[src/rtl/connect4_pkg.sv]
// Shared types and constants for the Connect Four drop controller.
//   COLS/ROWS/CELLS  - board geometry (cell index = row*7 + col, row 0 at top)
//   state_t          - drop controller states
//   WIN_*            - winner encodings
//   cell_idx()       - row/col to board bit index
package connect4_pkg;

    localparam int COLS  = 7;
    localparam int ROWS  = 6;
    localparam int CELLS = COLS * ROWS;

    typedef enum logic [2:0] {
        S_IDLE,
        S_FALL,
        S_PLACE,
        S_CHECK,
        S_WAIT,
        S_OVER
    } state_t;

    localparam logic [1:0] WIN_NONE   = 2'b00;
    localparam logic [1:0] WIN_RED    = 2'b01;
    localparam logic [1:0] WIN_YELLOW = 2'b10;
    localparam logic [1:0] WIN_DRAW   = 2'b11;

    function automatic logic [5:0] cell_idx(input logic [2:0] row, input logic [2:0] col);
        return ({3'b000, row} * 6'd7) + {3'b000, col};
    endfunction

endpackage

[src/rtl/chip_drop_ctrl_if.sv]
// Bus between the drop controller, the player-input logic and the win checker.
//   slave  - the drop controller side (chip_drop_ctrl)
//   master - the surrounding logic (player input + win checker)
// Carries the move request/reject handshake, board vectors, checker
// enables/results, animation position and game status.
interface chip_drop_ctrl_if;
    import connect4_pkg::*;

    logic             new_game;
    logic             move_valid;
    logic [2:0]       move_col;
    logic             move_ready;
    logic             move_reject;
    logic [CELLS-1:0] red;
    logic [CELLS-1:0] yellow;
    logic             check_red;
    logic             check_yellow;
    logic             board_clr_n;
    logic             win_in;
    logic             red_win_in;
    logic             yellow_win_in;
    logic             turn;
    logic             falling;
    logic [2:0]       fall_row;
    logic [2:0]       fall_col;
    logic             game_over;
    logic [1:0]       winner;

    modport slave (
        input  new_game, move_valid, move_col, win_in, red_win_in, yellow_win_in,
        output move_ready, move_reject, red, yellow, check_red, check_yellow,
               board_clr_n, turn, falling, fall_row, fall_col, game_over, winner
    );

    modport master (
        output new_game, move_valid, move_col, win_in, red_win_in, yellow_win_in,
        input  move_ready, move_reject, red, yellow, check_red, check_yellow,
               board_clr_n, turn, falling, fall_row, fall_col, game_over, winner
    );

endinterface

[src/rtl/drop_row_finder.sv]
// Combinational landing-row search for one column.
//   occupancy  in  - red | yellow board
//   col        in  - column to search (0..6)
//   target_row out - lowest empty row (largest row index) in the column
//   col_full   out - top cell of the column is occupied
module drop_row_finder
    import connect4_pkg::*;
(
    input  logic [CELLS-1:0] occupancy,
    input  logic [2:0]       col,
    output logic [2:0]       target_row,
    output logic             col_full
);

    logic [5:0] idx;

    always_comb begin
        target_row = 3'd0;
        idx        = 6'd0;
        // Later (lower) rows overwrite earlier ones, leaving the bottom-most hole.
        for (int r = 0; r < ROWS; r++) begin
            idx = cell_idx(3'(r), col);
            if (col < 3'(COLS) && !occupancy[idx]) begin
                target_row = 3'(r);
            end
        end
    end

    assign col_full = (col < 3'(COLS)) ? occupancy[cell_idx(3'd0, col)] : 1'b1;

endmodule

[src/rtl/chip_drop_ctrl.sv]
// Board-state writer and turn sequencer for Connect Four.
//   clk, resetn - clock, synchronous active-low reset
//   bus         - chip_drop_ctrl_if.slave: move handshake, board vectors,
//                 win checker enables/results, animation and game status
// Optional build macro FALL_ANIM_EN enables the per-row fall animation
// (FALL_TICKS cycles per row); without it a move goes straight to PLACE.
//
// state | meaning
// IDLE  | waiting for a move, move_ready high
// FALL  | chip animating down the column
// PLACE | commit chip into the board vector
// CHECK | one-cycle enable to the win checker
// WAIT  | checker flags settle, decide win/draw/next turn
// OVER  | game finished, only new_game/reset leave
module chip_drop_ctrl
    import connect4_pkg::*;
#(
    parameter int FALL_TICKS = 4
) (
    input logic            clk,
    input logic            resetn,
    chip_drop_ctrl_if.slave bus
);

    if (FALL_TICKS < 1) begin : g_bad_fall_ticks
        $error("FALL_TICKS must be at least 1");
    end

    state_t           state_q, state_d;
    logic [CELLS-1:0] red_q, red_d, yellow_q, yellow_d;
    logic             turn_q, turn_d;
    logic [5:0]       cnt_q, cnt_d;
    logic [2:0]       col_q, col_d, row_q, row_d;
    logic             over_q, over_d;
    logic [1:0]       winner_q, winner_d;
    logic             reject_q, reject_d;
    logic             clr_n_q, clr_n_d;

    logic [2:0]       target_row;
    logic             col_full;
    logic [5:0]       place_idx;

`ifdef FALL_ANIM_EN
    localparam int TICK_W = (FALL_TICKS > 1) ? $clog2(FALL_TICKS) : 1;
    localparam logic [TICK_W-1:0] TICK_MAX = TICK_W'(FALL_TICKS - 1);
    logic [TICK_W-1:0] tick_q, tick_d;
    logic [2:0]        fall_row_q, fall_row_d;
`endif

    drop_row_finder u_finder (
        .occupancy (red_q | yellow_q),
        .col       (bus.move_col),
        .target_row(target_row),
        .col_full  (col_full)
    );

    assign place_idx = cell_idx(row_q, col_q);

    always_ff @(posedge clk) begin
        if (!resetn) begin
            state_q    <= S_IDLE;
            red_q      <= '0;
            yellow_q   <= '0;
            turn_q     <= 1'b0;
            cnt_q      <= 6'd0;
            col_q      <= 3'd0;
            row_q      <= 3'd0;
            over_q     <= 1'b0;
            winner_q   <= WIN_NONE;
            reject_q   <= 1'b0;
            clr_n_q    <= 1'b1;
`ifdef FALL_ANIM_EN
            tick_q     <= '0;
            fall_row_q <= 3'd0;
`endif
        end else begin
            state_q    <= state_d;
            red_q      <= red_d;
            yellow_q   <= yellow_d;
            turn_q     <= turn_d;
            cnt_q      <= cnt_d;
            col_q      <= col_d;
            row_q      <= row_d;
            over_q     <= over_d;
            winner_q   <= winner_d;
            reject_q   <= reject_d;
            clr_n_q    <= clr_n_d;
`ifdef FALL_ANIM_EN
            tick_q     <= tick_d;
            fall_row_q <= fall_row_d;
`endif
        end
    end

    always_comb begin
        state_d    = state_q;
        red_d      = red_q;
        yellow_d   = yellow_q;
        turn_d     = turn_q;
        cnt_d      = cnt_q;
        col_d      = col_q;
        row_d      = row_q;
        over_d     = over_q;
        winner_d   = winner_q;
        reject_d   = 1'b0;
        clr_n_d    = 1'b1;
`ifdef FALL_ANIM_EN
        tick_d     = tick_q;
        fall_row_d = fall_row_q;
`endif
        if (bus.new_game) begin
            // Drops any chip in flight; nothing latched for it is ever committed.
            state_d  = S_IDLE;
            red_d    = '0;
            yellow_d = '0;
            turn_d   = 1'b0;
            cnt_d    = 6'd0;
            col_d    = 3'd0;
            row_d    = 3'd0;
            over_d   = 1'b0;
            winner_d = WIN_NONE;
            clr_n_d  = 1'b0;
`ifdef FALL_ANIM_EN
            tick_d     = '0;
            fall_row_d = 3'd0;
`endif
        end else begin
            case (state_q)
                S_IDLE: begin
                    if (bus.move_valid) begin
                        if (bus.move_col >= 3'(COLS) || col_full) begin
                            reject_d = 1'b1;
                        end else begin
                            col_d = bus.move_col;
                            row_d = target_row;
`ifdef FALL_ANIM_EN
                            state_d    = S_FALL;
                            tick_d     = TICK_MAX;
                            fall_row_d = 3'd0;
`else
                            state_d = S_PLACE;
`endif
                        end
                    end
                end
`ifdef FALL_ANIM_EN
                S_FALL: begin
                    if (tick_q == '0) begin
                        tick_d = TICK_MAX;
                        if (fall_row_q == row_q) begin
                            state_d    = S_PLACE;
                            fall_row_d = 3'd0;
                        end else begin
                            fall_row_d = fall_row_q + 3'd1;
                        end
                    end else begin
                        tick_d = tick_q - 1'b1;
                    end
                end
`endif
                S_PLACE: begin
                    if (turn_q) yellow_d[place_idx] = 1'b1;
                    else        red_d[place_idx]    = 1'b1;
                    cnt_d   = cnt_q + 6'd1;
                    state_d = S_CHECK;
                end
                S_CHECK: state_d = S_WAIT;
                S_WAIT: begin
                    if (bus.win_in) begin
                        over_d  = 1'b1;
                        state_d = S_OVER;
                        // Ambiguous checker flags fall back to the colour that just moved.
                        if (bus.red_win_in ^ bus.yellow_win_in)
                            winner_d = {bus.yellow_win_in, bus.red_win_in};
                        else
                            winner_d = turn_q ? WIN_YELLOW : WIN_RED;
                    end else if (cnt_q == 6'(CELLS)) begin
                        over_d   = 1'b1;
                        winner_d = WIN_DRAW;
                        state_d  = S_OVER;
                    end else begin
                        turn_d  = ~turn_q;
                        state_d = S_IDLE;
                    end
                end
                S_OVER:  state_d = S_OVER;
                default: state_d = S_IDLE;
            endcase
        end
    end

    assign bus.move_ready   = (state_q == S_IDLE);
    assign bus.move_reject  = reject_q;
    assign bus.red          = red_q;
    assign bus.yellow       = yellow_q;
    assign bus.check_red    = (state_q == S_CHECK) && !turn_q;
    assign bus.check_yellow = (state_q == S_CHECK) &&  turn_q;
    assign bus.board_clr_n  = clr_n_q;
    assign bus.turn         = turn_q;
    assign bus.game_over    = over_q;
    assign bus.winner       = winner_q;
`ifdef FALL_ANIM_EN
    assign bus.falling      = (state_q == S_FALL);
    assign bus.fall_row     = fall_row_q;
    assign bus.fall_col     = (state_q == S_FALL) ? col_q : 3'd0;
`else
    assign bus.falling      = 1'b0;
    assign bus.fall_row     = 3'd0;
    assign bus.fall_col     = 3'd0;
`endif

endmodule
[src/flat_wrapper.sv]
// flat-port wrapper written by rule: the top's interface ports become plain ports
module chip_drop_ctrl_flat import connect4_pkg::*;
#(
    parameter int FALL_TICKS = 4
)
  (clk, resetn, bus_new_game, bus_move_valid, bus_move_col, bus_win_in, bus_red_win_in, bus_yellow_win_in, bus_move_ready, bus_move_reject, bus_red, bus_yellow, bus_check_red, bus_check_yellow, bus_board_clr_n, bus_turn, bus_falling, bus_fall_row, bus_fall_col, bus_game_over, bus_winner);
  chip_drop_ctrl_if bus_i ();
  input logic clk;
  input logic resetn;
  input wire logic [$bits(bus_i.new_game)-1:0] bus_new_game;
  input wire logic [$bits(bus_i.move_valid)-1:0] bus_move_valid;
  input wire logic [$bits(bus_i.move_col)-1:0] bus_move_col;
  input wire logic [$bits(bus_i.win_in)-1:0] bus_win_in;
  input wire logic [$bits(bus_i.red_win_in)-1:0] bus_red_win_in;
  input wire logic [$bits(bus_i.yellow_win_in)-1:0] bus_yellow_win_in;
  output wire logic [$bits(bus_i.move_ready)-1:0] bus_move_ready;
  output wire logic [$bits(bus_i.move_reject)-1:0] bus_move_reject;
  output wire logic [$bits(bus_i.red)-1:0] bus_red;
  output wire logic [$bits(bus_i.yellow)-1:0] bus_yellow;
  output wire logic [$bits(bus_i.check_red)-1:0] bus_check_red;
  output wire logic [$bits(bus_i.check_yellow)-1:0] bus_check_yellow;
  output wire logic [$bits(bus_i.board_clr_n)-1:0] bus_board_clr_n;
  output wire logic [$bits(bus_i.turn)-1:0] bus_turn;
  output wire logic [$bits(bus_i.falling)-1:0] bus_falling;
  output wire logic [$bits(bus_i.fall_row)-1:0] bus_fall_row;
  output wire logic [$bits(bus_i.fall_col)-1:0] bus_fall_col;
  output wire logic [$bits(bus_i.game_over)-1:0] bus_game_over;
  output wire logic [$bits(bus_i.winner)-1:0] bus_winner;
  assign bus_i.new_game = bus_new_game;
  assign bus_i.move_valid = bus_move_valid;
  assign bus_i.move_col = bus_move_col;
  assign bus_i.win_in = bus_win_in;
  assign bus_i.red_win_in = bus_red_win_in;
  assign bus_i.yellow_win_in = bus_yellow_win_in;
  assign bus_move_ready = bus_i.move_ready;
  assign bus_move_reject = bus_i.move_reject;
  assign bus_red = bus_i.red;
  assign bus_yellow = bus_i.yellow;
  assign bus_check_red = bus_i.check_red;
  assign bus_check_yellow = bus_i.check_yellow;
  assign bus_board_clr_n = bus_i.board_clr_n;
  assign bus_turn = bus_i.turn;
  assign bus_falling = bus_i.falling;
  assign bus_fall_row = bus_i.fall_row;
  assign bus_fall_col = bus_i.fall_col;
  assign bus_game_over = bus_i.game_over;
  assign bus_winner = bus_i.winner;
  chip_drop_ctrl #(.FALL_TICKS(FALL_TICKS)) u_core (.clk(clk), .resetn(resetn), .bus(bus_i));
endmodule
[config.mk]
export PLATFORM = sky130hd
export DESIGN_NAME = chip_drop_ctrl_flat
export DESIGN_NICKNAME = d
export VERILOG_FILES = /design/src/rtl/connect4_pkg.sv /design/src/rtl/chip_drop_ctrl_if.sv /design/src/rtl/drop_row_finder.sv /design/src/rtl/chip_drop_ctrl.sv /design/src/flat_wrapper.sv
export SDC_FILE = /design/constraint.sdc
export NUM_CORES = 1
export LEC_CHECK = 0
export BUFFER_PORTS_ARGS = -buffer_cell sky130_fd_sc_hd__buf_4
export CORE_MARGIN = 5
export CORE_UTILIZATION = 51
export CTS_BUF_LIST = sky130_fd_sc_hd__clkbuf_4 sky130_fd_sc_hd__clkbuf_8
export DETAILED_ROUTE_END_ITERATION = 8
export PLACE_DENSITY = 0.79
export SYNTH_ARGS = -nofsm -noshare
export SYNTH_HDL_FRONTEND = slang
export SYNTH_SLANG_ARGS = --single-unit
[constraint.sdc]
create_clock -name clk -period 3.15 [get_ports clk]
set_input_delay 0.1575 -clock clk [delete_from_list [all_inputs] [get_ports clk]]
set_output_delay 0.1575 -clock clk [all_outputs]
set_load 0.005 [all_outputs]
==> impl_metrics.env <==
export IMPL_die_w_microns=109
export IMPL_synthTopCellsByArea="dfxtp_1 42%, a22o_1 7.0%, o21ai_0 5.9%"
export IMPL_arrival_ns=3.40
export IMPL_skew_ns=0.00600
export IMPL_fin_tns_setup_ns=0
export IMPL_path_delay_family="adder cells"
export IMPL_synth_edf_count=0
export IMPL_start_kind="register"
export IMPL_powerDensity_nw_per_um2=382
export IMPL_hold_start="bus_move_valid"
export IMPL_ys_ff_latch=105
export IMPL_ys_seq_area_share_pct=42.0
export IMPL_min_to="u_core.bus.move_reject"
export IMPL_finalHoldViolations=0
export IMPL_critPathBufInv=1
export IMPL_port_buffers=102
export IMPL_async_reset_ff_share_pct=0
export IMPL_vias=4766
export IMPL_synth_top_cell_by_area="dfxtp_1"
export IMPL_hold_ws_ns=0.0389
export IMPL_synth_warnings=0
export IMPL_drc_errors=0
export IMPL_rows=36
export IMPL_insertion_delay_ns=0.38
export IMPL_ir_drop_v=0.000213
export IMPL_critical_path_class="reg -> reg"
export IMPL_first_pass_iters=5
export IMPL_die_area_sq_um=11900
export IMPL_regToRegStartpoint="u_core.row_q[1]"
export IMPL_drive_above_1_share_pct=28.1
export IMPL_path_cells="fa_1 > fa_1 > ha_1 > a21o_1 > a21oi_2 > xnor2_2 > nand2b_2 > nor4_4 > buf_6 > a22o_1"
export IMPL_synth_ff_type="dfxtp_1"
export IMPL_grt_overflow=0
export IMPL_r2r_slack_ns=0.08
export IMPL_hold_depth=3
export IMPL_routed_wl_mm=15.7
export IMPL_rsz0062_at_grt="true"
export IMPL_clkTransAtPathRegs_ns=0.10
export IMPL_cp_common_cell="fa_1"
export IMPL_fmax_ghz=0.325
export IMPL_post_synth_top_area_fraction_pct=42.0
export IMPL_setup_ws_ns=0.0767
export IMPL_critPathMaxFanout=8
export IMPL_dp_hpwl_mm=11.5
export IMPL_worst_r2r_cell_count=10
export IMPL_leakage_nw=2.63
export IMPL_min_period_ns=3.07
export IMPL_cts_buffers=9
export IMPL_grt_pass1_wl_mm=24.0
export IMPL_p_total_w=0.00242
export IMPL_worst_pin_slew_ns=0.691
export IMPL_crit_required_ns=3.48
export IMPL_endpoint_kind="register"
export IMPL_synth_most_common_cell="dfxtp_1"
export IMPL_max_slew_margin_pct=53.8
export IMPL_hp_class="in -> reg"
export IMPL_core_area_sq_um=9680
export IMPL_cap_violations=0
export IMPL_drt_iter0_markers=459
export IMPL_setup_viol=0
export IMPL_cts_root_buf="clkbuf_8"
export IMPL_syn_area_sq_um=5010
export IMPL_grt_pass1_vias=4414
export IMPL_htreeDepth=3
export IMPL_cpMaxStageDelayCell="fa_1"
export IMPL_antenna_found_initial=0
export IMPL_cts_tree="done"
export IMPL_start_util_pct=51.7
export IMPL_grt_max_degree=66
export IMPL_syn_area_per_cell_sq_um=9.31
export IMPL_syn_to_final_growth_pct=26.7
export IMPL_synth_distinct_cells=58
export IMPL_ant_nets=0
export IMPL_r2r_end="u_core.bus.red[32]"
export IMPL_avgRoutedWirePerCell_microns=19.8
export IMPL_cts_sinks=105
export IMPL_vias_per_cell=5.99
export IMPL_outcome="finished clean"
export IMPL_pre_cts_slack_ns=-0.123
export IMPL_period_share_pct=97.6
export IMPL_die_height_microns=109
export IMPL_synthTopCellsByCount="105 x dfxtp_1, 63 x nand2_1, 59 x o21ai_0"
export IMPL_diodes=0
export IMPL_drv_slew=0
export IMPL_final_nets=691
export IMPL_clock_path_buffers=2
export IMPL_cpPeakStageDelay_ns=0.56
export IMPL_synth_cells=538
export IMPL_ios=110
export IMPL_track_usage_pct=26.3
export IMPL_gp_congestion=0.872
## layer usage
metal  up-vias  track usage [%]  wire [microns]
li1       2181                -               -
met1      2252             35.2            6360
met2       289             40.9            7330
met3        44             5.39            1470
met4         0             11.7             557
met5         -                0               0
## registers in the layout, summed over array words and instances (netlist names)
signal / cells
u_core.bus.board_clr_n: 1
u_core.bus.game_over: 1
u_core.bus.move_reject: 1
u_core.bus.red: 42
u_core.bus.turn: 1
u_core.bus.winner: 2
u_core.bus.yellow: 42
u_core.cnt_q: 6
u_core.col_q: 3
u_core.row_q: 3
u_core.state_q: 3
## per-stage QoR
stage	cell area, sq um	cells	util, %
6_report	6340	795	65.5
3_3_place_gp	6050	773	62.4
2_1_floorplan	5080	544	-
3_5_place_dp	6050	773	62.4
4_1_cts	6280	794	64.9
5_1_grt	6340	795	65.5
## layout make-up
cell class	count	area [sq um]
fillers	766	3340
multi-input cells	397	2830
flip-flops and latches	105	2100
repair buffers	133	1010
well taps	133	166
clock buffers	12	159
inverters	11	43.8
clock inverters	4	26.3
## repair_timing
item	4_1_cts	5_1_grt
hold endpoints to repair	2	0
hold buffers	3	0
resized for setup	2	27
setup buffers	2	1
pin swaps	8	16
setup endpoints to repair	60	84
## cell usage in the layout, fill, tap and decap left out, types with 4 or more instances in the layout
master | netlist | final
or2_1 | 7 | 7
buf_4 | 7 | 128
nor2_1 | 52 | 49
conb_1 | 1 | 7
a41oi_1 | 4 | 4
xor2_1 | 4 | 4
a31oi_1 | 4 | 4
nor2b_1 | 5 | 4
xnor2_1 | 6 | 5
nand3_1 | 11 | 8
nor3b_1 | 5 | 5
nand2b_1 | 6 | 5
dfxtp_1 | 105 | 103
inv_1 | 8 | 8
nand4_1 | 5 | 5
o21ai_0 | 59 | 43
a22o_1 | 40 | 40
o21ai_1 | 0 | 16
ha_1 | 20 | 19
nor3_1 | 20 | 20
nand2_1 | 63 | 61
mux4_1 | 4 | 4
mux2i_1 | 4 | 4
mux4_2 | 9 | 9
clkbuf_8 | 0 | 11
a21oi_1 | 23 | 22
## cell families after synthesis
family / after synthesis / synth area share [%]
xor gates and xnor gates: 11 / 2.07
muxes: 17 / 6.95
AOI/OAI and AO/OA: 151 / 20.6
adders and majority gates: 25 / 6.80
other: 1 / 0.0749
buffers and inverters: 42 / 4.10
and+or+nand+nor: 186 / 17.4
DFF: 105 / 42.0
## worst max-delay path by stage
stage                    start                    end  slack, ns  cells past startpoint
2_1_floorplan  u_core.row_q[2]  u_core.bus.yellow[10]      0.008                      9
3_3_place_gp   u_core.row_q[0]     u_core.bus.red[32]     -0.009                      9
3_5_place_dp   u_core.row_q[0]  u_core.bus.yellow[11]      -0.12                      9
4_1_cts        u_core.row_q[1]  u_core.bus.yellow[11]      0.007                     10
5_1_grt        u_core.row_q[1]     u_core.bus.red[28]      -0.06                     10
6_report       u_core.row_q[1]     u_core.bus.red[32]       0.08                     10
## power by group
part	switching [W]	internal (W)	total (W)	leakage, nW
combinational	0.000178	0.000100	0.000278	1.68
sequential	0.00000560	0.00133	0.00134	0.847
clock	0.000464	0.000340	0.000804	0.0962
total	0.000647	0.00177	0.00242	2.63
## tightest hold or removal path: stages
cell and delay, ns:
buf_4 0.13, nand3_1 0.06, a21oi_1 0.04
(Power assumes the default switching activity.)
